File: src/rtl/perip_fade_pkg.sv
// Shared definitions for the LED fade engine: default data width and
// the per-channel ramp state encoding.
package perip_fade_pkg;

  // Default width of duty, step and divider values.
  localparam int FADE_DW_DEFAULT = 32;

  // Per-channel ramp direction, derived every cycle from Out vs Tgt.
  typedef enum logic [1:0] {
    FADE_HOLD = 2'd0,  // Out == Tgt
    FADE_UP   = 2'd1,  // Out <  Tgt
    FADE_DOWN = 2'd2   // Out >  Tgt
  } fade_state_e;

  // Classify a channel from its current output and its target.
  function automatic fade_state_e fade_classify(input logic lt, input logic gt);
    fade_state_e st;
    st = FADE_HOLD;
    if (lt) begin
      st = FADE_UP;
    end else if (gt) begin
      st = FADE_DOWN;
    end
    return st;
  endfunction

endpackage : perip_fade_pkg

File: src/rtl/perip_fade_ch.sv
// One fade channel: a registered duty output that walks toward its
// target by a shared step on each shared tick, clamping at the target
// so it never overshoots and never wraps.
module perip_fade_ch
  import perip_fade_pkg::*;
#(
  parameter int DW = FADE_DW_DEFAULT
) (
  input  logic          clk,
  input  logic          rst_n,
  input  logic          fade_en,
  input  logic          tick,
  input  logic [DW-1:0] step,
  input  logic [DW-1:0] tgt,
  output logic [DW-1:0] out
);

  logic [DW-1:0] out_q;
  logic [DW-1:0] out_d;
  logic [DW-1:0] step_eff;
  logic [DW-1:0] up_gap;
  logic [DW-1:0] down_gap;
  fade_state_e   state;

  // Ramp direction follows the registered output and the live target.
  always_comb begin
    state = fade_classify(out_q < tgt, out_q > tgt);
  end

  // A zero step would stall the ramp forever, so it behaves as one.
  // The gaps are only consumed in the direction where they cannot underflow.
  always_comb begin
    step_eff = (step == '0) ? DW'(1) : step;
    up_gap   = tgt - out_q;
    down_gap = out_q - tgt;
  end

  // Next output: bypass copies the target, otherwise move one clamped step per tick.
  always_comb begin
    out_d = out_q;
    if (!fade_en) begin
      out_d = tgt;
    end else if (tick) begin
      unique case (state)
        FADE_UP: begin
          // Landing exactly on the target when the gap fits in one step
          // also guarantees out_q + step_eff never exceeds 2^DW-1.
          out_d = (up_gap <= step_eff) ? tgt : (out_q + step_eff);
        end
        FADE_DOWN: begin
          // Same clamp downward keeps out_q - step_eff above zero.
          out_d = (down_gap <= step_eff) ? tgt : (out_q - step_eff);
        end
        default: begin
          out_d = out_q;
        end
      endcase
    end
  end

  // Output register; reset discards any ramp progress.
  always_ff @(posedge clk or negedge rst_n) begin
    if (!rst_n) begin
      out_q <= '0;
    end else begin
      out_q <= out_d;
    end
  end

  assign out = out_q;

endmodule : perip_fade_ch

File: src/rtl/perip_led_fade.sv
// RGB LED duty fader: a shared step divider drives three identical fade
// channels that ramp the PWM duties toward the register-bank targets.
// With fading disabled the targets pass straight through a register.
module perip_led_fade
  import perip_fade_pkg::*;
#(
  parameter int DW = FADE_DW_DEFAULT
) (
  input  logic          CLK,
  input  logic          RST_n,
  input  logic          FADE_EN,
  input  logic [DW-1:0] FADE_DIV,
  input  logic [DW-1:0] FADE_STEP,
  input  logic [DW-1:0] LEDR_Puty_Tgt,
  input  logic [DW-1:0] LEDG_Puty_Tgt,
  input  logic [DW-1:0] LEDB_Puty_Tgt,
  output logic [DW-1:0] LEDR_Puty_Out,
  output logic [DW-1:0] LEDG_Puty_Out,
  output logic [DW-1:0] LEDB_Puty_Out,
  output logic          FADE_BUSY
);

  localparam int NCH = 3;

  logic [DW-1:0] dcnt_q;
  logic [DW-1:0] dcnt_d;
  logic          tick;
  logic [DW-1:0] tgt_arr [NCH];
  logic [DW-1:0] out_arr [NCH];
  logic [NCH-1:0] ch_busy;

  // Step divider: the >= compare means a divider lowered below the running
  // count fires on the very next cycle instead of waiting for a wrap.
  always_comb begin
    tick   = 1'b0;
    dcnt_d = '0;
    if (FADE_EN) begin
      if (dcnt_q >= FADE_DIV) begin
        tick   = 1'b1;
        dcnt_d = '0;
      end else begin
        dcnt_d = dcnt_q + DW'(1);
      end
    end
  end

  // Divider counter register; parked at zero in bypass so re-enabling
  // always gives a full FADE_DIV+1 period before the first step.
  always_ff @(posedge CLK or negedge RST_n) begin
    if (!RST_n) begin
      dcnt_q <= '0;
    end else begin
      dcnt_q <= dcnt_d;
    end
  end

  // Gather the per-colour targets so the channels can be generated uniformly.
  always_comb begin
    tgt_arr[0] = LEDR_Puty_Tgt;
    tgt_arr[1] = LEDG_Puty_Tgt;
    tgt_arr[2] = LEDB_Puty_Tgt;
  end

  // Three identical channels sharing the tick and step so they move together.
  generate
    for (genvar gi = 0; gi < NCH; gi++) begin : g_ch
      perip_fade_ch #(
        .DW (DW)
      ) u_ch (
        .clk     (CLK),
        .rst_n   (RST_n),
        .fade_en (FADE_EN),
        .tick    (tick),
        .step    (FADE_STEP),
        .tgt     (tgt_arr[gi]),
        .out     (out_arr[gi])
      );

      // A channel is busy while its registered duty has not reached the live target.
      always_comb begin
        ch_busy[gi] = (out_arr[gi] != tgt_arr[gi]);
      end
    end
  endgenerate

  // Busy is deliberately combinational so software sees a target write immediately.
  always_comb begin
    FADE_BUSY = |ch_busy;
  end

  assign LEDR_Puty_Out = out_arr[0];
  assign LEDG_Puty_Out = out_arr[1];
  assign LEDB_Puty_Out = out_arr[2];

endmodule : perip_led_fade

File: config.mk
export PLATFORM = sky130hd
export DESIGN_NAME = perip_led_fade
export DESIGN_NICKNAME = d
export VERILOG_FILES = /design/src/rtl/perip_fade_pkg.sv /design/src/rtl/perip_fade_ch.sv /design/src/rtl/perip_led_fade.sv
export SDC_FILE = /design/constraint.sdc
export NUM_CORES = 2
export LEC_CHECK = 0
export CAP_MARGIN = 20
export CORE_ASPECT_RATIO = 1.2
export CORE_MARGIN = 1
export CORE_UTILIZATION = 58
export CTS_CLUSTER_SIZE = 30
export DETAILED_ROUTE_END_ITERATION = 10
export DONT_BUFFER_PORTS = 1
export HOLD_SLACK_MARGIN = 0.1
export PLACE_DENSITY = 0.8
export SLEW_MARGIN = 20
export SYNTH_ARGS = -nofsm -noshare
export SYNTH_HDL_FRONTEND = slang
export SYNTH_HIERARCHICAL = 1
export SYNTH_SLANG_ARGS = --single-unit
File: constraint.sdc
create_clock -name CLK -period 6.9 [get_ports CLK]
set_input_delay 1.38 -clock CLK [delete_from_list [all_inputs] [get_ports CLK]]
set_output_delay 1.38 -clock CLK [all_outputs]
set_load 0.01 [all_outputs]
### After elaboration in Yosys (flattened, before gate mapping)

Cells that the tools add are included.

| operators by class | value |
|---|---|
| reductions and logical operators | 5 |
| add/sub/neg operators | 13 |
| bitwise operators | 0 |
| multiplexer cells | 26 |
| div/mod/pow operators | 0 |
| $mul | 0 |
| magnitude comparators | 13 |
| eq/ne operators | 13 |
| shift operators | 0 |

Operator list:

| operator | number |
|---|---|
| $mux 32 | 15 |
| $sub 32x32->32 | 9 |
| $le 32x32->1 | 6 |
| $pmux 32 s2 | 3 |
| $add 32x32->32 | 3 |
| $gt 32x32->1 | 3 |
| $lt 32x32->1 | 3 |
| $ne 32x32->1 | 3 |
| $add 32x1->32 const B | 1 |
| $ge 32x32->1 | 1 |
| $logic_not 32->1 | 1 |
| $mux 2 | 6 |
| $ne 3x1->1 const B | 3 |
| $eq 2x1->1 const B | 3 |
| $eq 2x2->1 const B | 3 |
| $reduce_and 2->1 | 3 |
| $reduce_or 3->1 | 1 |
| $mux 1 | 2 |
| $ne 2x1->1 const B | 1 |

| storage, ports and cells | value |
|---|---|
| logic and storage cells | 74 |
| bits in latches | 0 |
| bits in registers | 128 |
| bits of input ports | 163 |
| output and inout port bits | 97 |
| memories kept | 0 |
| bits in writable memories | 0 |
| bits in read-only memories | 0 |

### Depth between registers and ports, before layout

| depth | value |
|---|---|
| depth after elaboration | 7 |
| depth in mapped cells | 27 |

### Cells and area by module

The synthesis kept the hierarchy.

Modules (own cells, without submodules):

| module | cells each | area an instance (µm²) | instances |
|---|---|---|---|
| perip_fade_ch (g_ch[2].u_ch) | 1,509 | 10,801.6 | 1 |
| perip_fade_ch (g_ch[1].u_ch) | 1,444 | 10,339.9 | 1 |
| perip_fade_ch (g_ch[0].u_ch) | 1,416 | 10,097.2 | 1 |
| perip_led_fade | 398 | 3,463.3 | 1 |

### Worst setup path after synthesis

No wires, ideal clock.

| path | value |
|---|---|
| path kind | in2reg |
| start | in LEDG_Puty_Tgt[0] |
| end | reg g_ch[1].u_ch.out_q[5] |
| path slack | 0.752 ns |
| library setup time | 0.126 ns |
| stages on the path | 24 |
| arrival time | 6.022 ns |
| cells stage by stage | inv_1 > ha_1 > inv_1 > fa_1 > a21o_1 > a21oi_1 > nor2_1 > o21a_1 > o41ai_2 > o221ai_1 > o41ai_1 > o41ai_1 > xor2_1 > ha_1 > a21oi_1 > nand2_1 > a221oi_1 > o21ai_0 > a22oi_1 > nor2b_1 > buf_4 > a221o_1 > and2_0 > a221o_1 |

| on the way | value |
|---|---|
| cells in the longest elaborated chain, start to end | 7 |
| elaborated cells between the ends (all ways) | 17 |
| those cells by class | 2 x add/sub; 4 x order compare; 3 x eq/ne; 7 x mux; 1 x reduce/logical |

RTL lines:

| item | RTL line | text |
|---|---|---|
| from (decl) | perip_led_fade.sv:15 | `input logic [DW-1:0] LEDG_Puty_Tgt,` |
| branches (longest 7 deep; another with $sub 32x32->32) | n/a |  |
| to (signal assigned) | perip_fade_ch.sv:66 | `out_q <= out_d;` |
| to (decl) | perip_fade_ch.sv:18 | `logic [DW-1:0] out_q;` |

Parallel ways; which one is timed is not known. The select of a mux whose other input is x is not followed.
A chain may end at the register's enable or synchronous reset.

### Worst setup path in the final report

| path | value |
|---|---|
| start | in LEDB_Puty_Tgt[7] |
| end | reg g_ch[2].u_ch.out_q[30] |

| on the way | value |
|---|---|
| cells in the longest elaborated chain, start to end | 7 |
| elaborated cells between the ends (all ways) | 17 |
| those cells by class | 2 x add/sub; 4 x order compare; 3 x eq/ne; 7 x mux; 1 x reduce/logical |

RTL lines:

| item | RTL line | text |
|---|---|---|
| from (decl) | perip_led_fade.sv:16 | `input logic [DW-1:0] LEDB_Puty_Tgt,` |
| branches (longest 7 deep; another with $sub 32x32->32) | n/a |  |
| to (signal assigned) | perip_fade_ch.sv:66 |  |
| to (decl) | perip_fade_ch.sv:18 |  |

Parallel ways; which one is timed is not known. The select of a mux whose other input is x is not followed.

==> qor.yml <==
hold_viol: 0
peakVddDrop_v: 0.0001820
synth_nets: 5539
num_rows: 97
grt_use_total_pct: 47.37
worstSetupPathType: "primary input to flop"
dieArea_sq_mm: 0.06082
fin_crit_ns: 6.660
ant_nets: 0
cp.required_ns: 7.29
clk_pin_slew_ns: 0.08
yosys.area.top_type: "ha_1"
drive_gt1_share_pct: 5.537
hpwl_mm: 118.8
hold_buffers: 0
yosys-top-cells-area: "ha_1 (22%), dfrtp_1 (9.2%), a21oi_1 (7.1%)"
dr.pass1.iters: 8
grt_pass1_vias: 36230
yosysMostFrequentCell: "ha_1"
ys_types: 119
slew_viol_final: 0
place.gp.congestion: 1.059
routedWlPerCell_um: 27.34
fin_util_pct: 61.00
start_util_pct: 59.08
overflow: 0
synth_warnings: 6
wl_met1_mm: 51.89
max_stage_delay_ns: 0.94
regToRegStartpoint: "g_ch[2].u_ch/out[0]$_DFFE_PN0P_"
cp_top_family: "compound AO/OA/AOI/OAI gates"
worstPathMaxFanout: 24
synth_flop_cell: "dfrtp_1"
place_area_sq_mm: 0.03524
syn2layout_area_growth_pct: 3.256
synth_area_sq_mm: 0.03470
ys_ff_latch: 128
crit_path_end_kind: "flop"
fp.dieW_um: 225.3
worstSkewPairLatency_ns: 0.51
design_area_sq_mm: 0.03583
arrival_ns: 7.05
hp-class: "flop to flop"
setup_viol: 0
ioPinCount: 260
rsz0062_at_grt: "false"
fin_tns_setup_ns: 0
cts_buffer_depth: 2
via_per_inst: 7.015
maxCapViolations: 0
maxSlewHeadroom_pct: 21.16
synth_area_per_cell_sq_um: 7.280
cts_htree_levels: 4
cts_made_buffers: 17
post-cts-setup-buffers: 0
startpoint_type: "primary input"
via_count: 37880
leakage_nw: 16.62
die_h_um: 270.0
path_cells: "inv_1 > ha_1 > buf_4 > nand4_1 > a211oi_1 > nor3_1 > o21bai_1 > a21o_1 > a21boi_2 > o221ai_1 > a221oi_1 > xnor2_1 > ha_1 > nand4_1 > nor4_1 > nor2b_1 > a22o_1 > nand2_2 > buf_12 > nand2_1 > buf_4 > o21ai_0 > o31ai_1"
slowest_stage: "a211oi_1"
core-area_sq_mm: 0.05874
drt_iter0_drc: 4210
syn_inst: 4767
min_path_cells: 1
rrSetupSlack_ns: 0.43
post-route-period-util_pct: 96.52
synthArstFlopShare_pct: 100.0
clock_sinks: 128
register_area_sq_mm: 0.003203
layout.nets: 5364
synth_top_area_share_pct: 21.53
grt_max_degree: 129
fin_worst_skew_ns: 0.01859
portBuffers: 0
r2r-end: "g_ch[2].u_ch/out[30]$_DFFE_PN0P_"
fillCellCount: 5677
multi_input_area_sq_mm: 0.02830
cp_num_buf_inv: 4
highest_layer: "met4"
synth-edff-count: 0
drt-total-wl_mm: 147.6
status: "complete, no violations"
fmax_ghz: 0.1501
holdPathEnd: "dcnt_q[0]$_DFF_PN0_"
worstHoldStart: "dcnt_q[0]$_DFF_PN0_"
synth_common_cells: "ha_1 (597), a21oi_1 (490), inv_1 (476), nor2_1 (325), nand2_1 (248)"
clock-root-buffer: "clkbuf_16"
worstRegToRegCells: 23
synth-seq-area-share_pct: 9.230
drc: 0
cts_resized: 0
dr_wl_met2_mm: 65.14
dr_wl_met3_mm: 15.82
grt_pass1_wl_mm: 219.2
finalPower_mw: 8.263
tightest_slew_ns: 1.175
power_density_mw_per_mm2: 230.6
antenna_found_initial: 1
cts_tree: "done"
==> worst max path at each step <==
stage / start / end / slack [ns] / depth (start not counted)
floorplan: LEDG_Puty_Tgt[0] / g_ch[1].u_ch/out[5]$_DFFE_PN0P_ / 0.75 / 24
global placement: LEDB_Puty_Tgt[0] / g_ch[2].u_ch/out[26]$_DFFE_PN0P_ / 0.12 / 22
detailed placement: LEDB_Puty_Tgt[0] / g_ch[2].u_ch/out[30]$_DFFE_PN0P_ / 0.15 / 22
CTS: LEDB_Puty_Tgt[0] / g_ch[2].u_ch/out[30]$_DFFE_PN0P_ / 0.66 / 22
global route: LEDB_Puty_Tgt[7] / g_ch[2].u_ch/out[26]$_DFFE_PN0P_ / 0.04 / 23
finish: LEDB_Puty_Tgt[7] / g_ch[2].u_ch/out[30]$_DFFE_PN0P_ / 0.24 / 23
==> sequential cells by signal (all words and copies together) (netlist names) <==
register and flops:
dcnt_q 32, g_ch.u_ch/out 96
==> layer usage <==
metal	global-route usage [%]	up-vias
met1	51.94	17610
met4	40.06	0
met3	13.29	740
met5	0	-
met2	75.36	2444
li1	-	17080
==> cell families after synthesis <==
group | count (synthesis) | share of synthesized area [%]
compound gates | 1614 | 31.62
mux | 17 | 0.4976
xor+xnor | 335 | 8.455
simple gates | 1277 | 18.71
buf+inv | 787 | 9.266
fa+ha+maj | 609 | 22.22
flops | 128 | 9.230
==> layout by cell type (no fill, tap or decap), drive strengths merged, types with 25 or more instances in the layout <==
cell    Yosys  final
nand3     114    114
a221o      33     33
nor2      331    331
ha        597    597
o21bai     85     85
o22ai      31     31
nor4       80     80
o21ai     258    258
o31ai      40     40
o21a       32     32
nor3      113    113
a211oi     59     59
dfrtp     128    128
a21o      146    146
nand2     252    252
or3        25     25
inv       476    486
buf       131    112
nand4     125    125
nor2b      57     57
a31oi      53     53
a21oi     492    492
xor2      143    143
a221oi     54     54
and3       34     34
o221ai     64     64
o211ai     43     43
xnor2     192    192
nand2b     49     49
==> power breakdown <==
| part | switching (mW) | internal (mW) | total [mW] | leakage, nW |
|---|---|---|---|---|
| clock network | 0.482 | 0.483 | 0.965 | 0.286 |
| registers | 0.253 | 0.821 | 1.07 | 1.55 |
| logic | 3.85 | 2.37 | 6.22 | 14.8 |
==> through the flow <==
stage	hold WS, ns	std cells	setup WS, ns
2_1_floorplan	0.4574	4767	0.7520
3_3_place_gp	0.4807	5365	0.1247
3_5_place_dp	0.4880	5365	0.1545
4_1_cts	0.4957	5397	0.6640
5_1_grt	0.5174	5397	0.04480
6_report	0.4899	5399	0.2398
==> area by class of cell <==
class | instances | share of cell area, %
multi-input cells | 3852 | 78.98
flip-flops and latches | 128 | 8.939
inverters | 481 | 5.039
well taps | 792 | 2.766
repair buffers | 112 | 2.626
clock buffers | 17 | 1.187
clock inverters | 15 | 0.4470
diodes | 2 | 0.01397
Note: power is estimated with default switching activity, not from simulation.
